File: src/rtl/data_pkg.sv
// Shared definitions for the SD host DATA path block sequencer: counter mode
// codes, sequencer state encoding and the default CRC16 + end-bit gap length.
package data_pkg;

  // Control codes understood by the 32-bit structural counter
  localparam logic [1:0] MODO_HOLD = 2'b00;
  localparam logic [1:0] MODO_DOWN = 2'b01;
  localparam logic [1:0] MODO_LOAD = 2'b11;

  // 16 CRC bits plus the end bit follow every data block
  localparam int GAP_CYCLES_DEF = 17;

  // Width of the gap timer; wide enough for any gap up to 32 cycles
  localparam int GAP_TIMER_W = 5;

  typedef enum logic [1:0] {
    STATE_IDLE = 2'd0,
    STATE_LOAD = 2'd1,
    STATE_RUN  = 2'd2,
    STATE_GAP  = 2'd3
  } seqStateT;

endpackage

File: src/rtl/data_gap_timer.sv
// Small cycle timer for the idle window between data blocks. Clear forces the
// count back to zero, enable advances it, and done marks the final cycle of
// the window so the sequencer can close the block on that cycle.
module data_gap_timer
  import data_pkg::*;
#(
  parameter int TERMINAL = GAP_CYCLES_DEF
) (
  input  logic clock,
  input  logic reset,
  input  logic clear,
  input  logic enable,
  output logic done
);

  localparam logic [GAP_TIMER_W-1:0] LAST_COUNT = GAP_TIMER_W'(TERMINAL - 1);

  logic [GAP_TIMER_W-1:0] count;

  // Counts gap cycles; clear wins over enable so each window starts from zero
  always_ff @(posedge clock or posedge reset) begin
    if (reset) begin
      count <= '0;
    end else if (clear) begin
      count <= '0;
    end else if (enable) begin
      count <= count + GAP_TIMER_W'(1);
    end
  end

  // Terminal count only means something while the window is being timed
  always_comb begin
    done = enable && (count == LAST_COUNT);
  end

endmodule

File: src/rtl/data_block_sequencer.sv
// Control stage in front of the DATA path down-counter. Turns a transfer
// request (block size, block count) into counter load/count/hold controls,
// watches the counter RCO for the last byte of each block, times the CRC16 +
// end-bit window after every block and reports block/transfer completion.
module data_block_sequencer
  import data_pkg::*;
#(
  parameter int BSIZE_W    = 12,
  parameter int BCNT_W     = 16,
  parameter int CNT_W      = 32,
  parameter int GAP_CYCLES = GAP_CYCLES_DEF
) (
  input  logic               iCLK,
  input  logic               iReset,
  input  logic               iStart,
  input  logic [BSIZE_W-1:0] iBlockSize,
  input  logic [BCNT_W-1:0]  iBlockCount,
  input  logic               iByteValid,
  input  logic               iAbort,
  input  logic               iRCO,
  output logic               oENB,
  output logic [1:0]         oMODO,
  output logic [CNT_W-1:0]   oD,
  output logic               oBusy,
  output logic               oBlockDone,
  output logic               oXferDone,
  output logic               oAbortAck
);

  seqStateT            state;
  seqStateT            nextState;
  logic [BCNT_W-1:0]   remaining;
  logic [CNT_W-1:0]    preload;
  logic                abortAck;
  logic                startAccept;
  logic                abortTaken;
  logic                lastBlock;
  logic                gapClear;
  logic                gapEnable;
  logic                gapDone;

  // A request is only taken in IDLE and only when it describes real data
  assign startAccept = (state == STATE_IDLE) && iStart &&
                       (iBlockSize != '0) && (iBlockCount != '0);
  assign abortTaken  = (state != STATE_IDLE) && iAbort;
  assign lastBlock   = (remaining == BCNT_W'(1));
  assign gapEnable   = (state == STATE_GAP);
  assign gapClear    = (state != STATE_GAP);

  data_gap_timer #(
    .TERMINAL (GAP_CYCLES)
  ) gapTimer (
    .clock  (iCLK),
    .reset  (iReset),
    .clear  (gapClear),
    .enable (gapEnable),
    .done   (gapDone)
  );

  // State register
  always_ff @(posedge iCLK or posedge iReset) begin
    if (iReset) begin
      state <= STATE_IDLE;
    end else begin
      state <= nextState;
    end
  end

  // Next-state logic; abort overrides every other transition outside IDLE
  always_comb begin
    nextState = state;
    unique case (state)
      STATE_IDLE: begin
        if (startAccept) begin
          nextState = STATE_LOAD;
        end
      end
      STATE_LOAD: begin
        if (iAbort) begin
          nextState = STATE_IDLE;
        end else begin
          nextState = STATE_RUN;
        end
      end
      STATE_RUN: begin
        if (iAbort) begin
          nextState = STATE_IDLE;
        end else if (iByteValid && iRCO) begin
          nextState = STATE_GAP;
        end
      end
      STATE_GAP: begin
        if (iAbort) begin
          nextState = STATE_IDLE;
        end else if (gapDone) begin
          nextState = lastBlock ? STATE_IDLE : STATE_LOAD;
        end
      end
      default: nextState = STATE_IDLE;
    endcase
  end

  // Output decode from registered state; only oENB follows iByteValid in RUN
  always_comb begin
    oENB       = 1'b0;
    oMODO      = MODO_HOLD;
    oBusy      = 1'b0;
    oBlockDone = 1'b0;
    oXferDone  = 1'b0;
    unique case (state)
      STATE_IDLE: begin
        oENB = 1'b0;
      end
      STATE_LOAD: begin
        oENB  = 1'b1;
        oMODO = MODO_LOAD;
        oBusy = 1'b1;
      end
      STATE_RUN: begin
        oENB  = iByteValid;
        oMODO = MODO_DOWN;
        oBusy = 1'b1;
      end
      STATE_GAP: begin
        oBusy      = 1'b1;
        oBlockDone = gapDone;
        oXferDone  = gapDone && lastBlock;
      end
      default: begin
        oENB = 1'b0;
      end
    endcase
    oD        = preload;
    oAbortAck = abortAck;
  end

  // Request latches: preload is size-1 so RCO fires on the block's last byte
  always_ff @(posedge iCLK or posedge iReset) begin
    if (iReset) begin
      preload   <= '0;
      remaining <= '0;
    end else if (startAccept) begin
      preload   <= CNT_W'(iBlockSize - BSIZE_W'(1));
      remaining <= iBlockCount;
    end else if ((state == STATE_GAP) && gapDone && !iAbort) begin
      remaining <= remaining - BCNT_W'(1);
    end
  end

  // Abort acknowledge is a registered pulse in the first IDLE cycle
  always_ff @(posedge iCLK or posedge iReset) begin
    if (iReset) begin
      abortAck <= 1'b0;
    end else begin
      abortAck <= abortTaken;
    end
  end

endmodule
File: config.mk
export PLATFORM = sky130hd
export DESIGN_NAME = data_block_sequencer
export DESIGN_NICKNAME = d
export VERILOG_FILES = /design/src/rtl/data_pkg.sv /design/src/rtl/data_gap_timer.sv /design/src/rtl/data_block_sequencer.sv
export SDC_FILE = /design/constraint.sdc
export NUM_CORES = 1
export LEC_CHECK = 0
export CORE_MARGIN = 8
export CORE_UTILIZATION = 46
export DETAILED_ROUTE_END_ITERATION = 7
export GPL_ROUTABILITY_DRIVEN = 0
export HOLD_SLACK_MARGIN = 0.02
export PLACE_DENSITY = 0.77
export REMOVE_ABC_BUFFERS = 1
export SETUP_SLACK_MARGIN = 0.02
export SLEW_MARGIN = 20
export SYNTH_ARGS = -nofsm -noshare
export SYNTH_HDL_FRONTEND = slang
export SYNTH_SLANG_ARGS = --single-unit
File: constraint.sdc
create_clock -name iCLK -period 2.5 [get_ports iCLK]
set_clock_uncertainty 0.2 [all_clocks]
set_input_delay 0.375 -clock iCLK [delete_from_list [all_inputs] [get_ports iCLK]]
set_output_delay 0.375 -clock iCLK [all_outputs]
set_load 0.1 [all_outputs]
==> impl_metrics.csv <==
group,metric,value,unit
outcome,outcome,"finished clean",
clock_network,cts_hold_buffers,0,
floorplan,start_util,47.7,%
floorplan,dieArea,7430,um^2
timing,hold_violations,0,
finish,num_antenna_cells,0,
grt,grt-ovfl-total,0,
grt,antenna_found_initial,0,
synthesis,synth_area_per_cell,9.22,um^2
setup_path,worstSetupPathType,"reg -> out",
timing,period_needed,2390,ps
grt,grt_max_degree,38,
finish,fin_cells,400,
finish,post-route-util,68.0,%
clock_network,clk_path_buf_depth,2,
route,wl_per_cell,14.5,um
setup_path,crit_chain,"or3_4, nor4_4, buf_4, nand3_4, nor2b_4, buf_12",
placement,dpl.cell_count,385,
flow_run,drv_cap,0,
pwr,p_leak,1.43,nW
setup_path,cp.required,1920,ps
timing,max_clock_freq,418,MHz
pwr,ir_drop,0.740,mV
setup_path,cp.arrival,1820,ps
synthesis,postSynthCellCount,246,
floorplan,die_w,86.2,um
route,drt_iter0_markers,107,
route,ant_nets,0,
route,wl_met2,2830,um
setup_path,crit_path_max_incr_delay,410,ps
placement,dp_hpwl,4470,um
finish,fin_nets,378,
timing,drv_slew,0,
synthesis,seq_area_frac_synth,40.8,%
timing,setup_tns,0,ps
synthesis,yosysWarnings,0,
finish,synthToLayoutAreaGrowth,42.5,%
setup_path,slowest_stage,"or3_4",
setup_path,cp-end-kind,"output port",
setup_path,worstSetupStartpointType,"flop",
synthesis,ys_types,38,
finish,mostFrequentLayoutCells,"66 x buf_4, 37 x dfrtp_1, 33 x clkdlybuf4s50_1, 24 x nand2_1, 22 x nor2_1",
clock_network,cts_made_buffers,5,
floorplan,io_pins,73,
grt,grt_usage,16.1,%
clock_network,clk_latency,290,ps
finish,final_common_cell,"buf_4",
clock_network,clk_pin_slew,70,ps
min_path,holdCritPathClass,"reg -> reg",
setup_path,cp_top_family,"simple AND/OR/NAND/NOR gates",
route,top_layer,"met4",
pwr,p_per_area,1130,nW/um^2
timing,grt_setup_unrepaired,"no",
timing,setup_viol,0,
clock_network,root_buffer,"clkbuf_8",
floorplan,placementRows,25,
finish,drive_gt1_share,27.3,%
placement,portBuffers,72,
route,drt_wl_total,5790,um
route,num_vias,1984,
floorplan,fp.dieH,86.2,um
synthesis,ys_seq_elements,37,
clock_network,cts_tree,"done",
route,vias_per_cell,4.96,
timing,min_period_over_period,95.8,%
route,wl_met1,2470,um
route,route.detailed.drc,0,
finish,finalInstanceArea,3230,um^2
setup_path,critPathMaxFanout,2,
route,wl_met3,436,um
grt,grt_pass1_vias,2194,
route,dr.pass1.iters,4,
clock_network,htree_levels,2,
synthesis,synth_area,2270,um^2
timing,worstMarginPinSlew,577,ps
timing,maxSlewHeadroom,61.5,%
clock_network,cts_sinks,37,
placement,placed_area,3050,um^2
setup_path,worst-path-buf-inv,2,
floorplan,core,4750,um^2
grt,grt_pass1_wl,9630,um
[worst paths after layout]
path	from	end	slack (ps)	cells past startpoint
setup / recovery	remaining[5]	oXferDone	110	6
hold / removal	oD[0]	oD[0]	280	2
setup reg to reg	remaining[5]	remaining[15]	260	6
hold reg to reg	oD[0]	oD[0]	280	2
max in group asynchronous	iReset	remaining[8]	1460	3
min in group asynchronous	iReset	remaining[15]	300	3
[flip-flops by register name (all words and copies together) (netlist names)]
register        count
oD                 13
state               2
remaining          16
gapTimer.count      5
oAbortAck           1
[final cells by class]
| type | instances | area, um^2 |
|---|---|---|
| tap | 67 | 83.8 |
| timing repair buffer | 104 | 926 |
| multi-input combinational | 172 | 1170 |
| fill | 399 | 1520 |
| clock buffer | 8 | 80.1 |
| inverter | 12 | 45.0 |
| sequential | 37 | 926 |
[through the flow]
stage	total power, mW	setup WS (ps)	hold slack, ps
final	3.65	106	285
after detailed placement	3.20	-49.7	274
after global routing	3.85	35.0	310
after CTS	3.63	37.5	290
after global placement	3.16	-8.24	265
after floorplan	2.57	-10290	251
[per-layer routing]
metal,up-vias,global-route usage (%)
met5,-,0
met4,0,5.48
met2,63,26.5
met3,6,5.95
li1,987,-
met1,928,18.9
[power breakdown]
group          switching, mW  internal, mW  leakage, nW
clock network          0.206         0.198       0.0395
registers              0.212         0.840        0.447
logic                   1.52         0.665        0.945
total                   1.94          1.70         1.43
[repair_timing]
action | 4_1_cts | 5_1_grt
pin swaps | 1 | 1
setup buffers | 2 | 5
cloned | 0 | 0
gates resized for setup | 6 | 3
endpoints found under the setup margin | 1 | 1
[synthesized netlist by cell type (all sizes together)]
library cell,n,area share (%)
a21oi,18,4.3
nor2b,4,1.1
or4,5,2.2
buf,24,7.4
inv,12,2.0
o21ai,14,3.1
nand2,24,4.0
o211ai,1,0.33
o31ai,1,0.33
nor3,5,1.1
clkbuf,1,0.17
nor3b,1,0.33
dfrtp,37,41
a41oi,1,0.39
a31oi,1,0.28
or3,2,0.77
and2,5,1.4
mux2i,2,0.88
xnor2,16,6.2
nor4,10,3.4
nand3,6,1.3
and3,1,0.28
nand2b,1,0.28
nor2,23,3.8
mux2,1,0.50
xor2,11,4.2
and4bb,1,0.55
a221oi,1,0.39
ha,12,6.6
nor4b,2,0.77
nand4,3,0.83
[worst register-to-register path: stages (launching register included)]
cell and delay [ps]:
dfrtp_1 380, or3_4 410, buf_4 160, or4_4 460
nor4_4 280, xnor2_1 160, a21oi_2 80
[kinds of logic after synthesis]
group | synth area share (%)
AND/OR/NAND/NOR | 22.1
AO/OA/AOI/OAI | 9.10
buffers and inverters | 9.54
flip-flops | 40.8
XOR/XNOR | 10.4
adder cells (fa/ha/maj) | 6.62
multiplexers | 1.38
(Power assumes the default switching activity.)
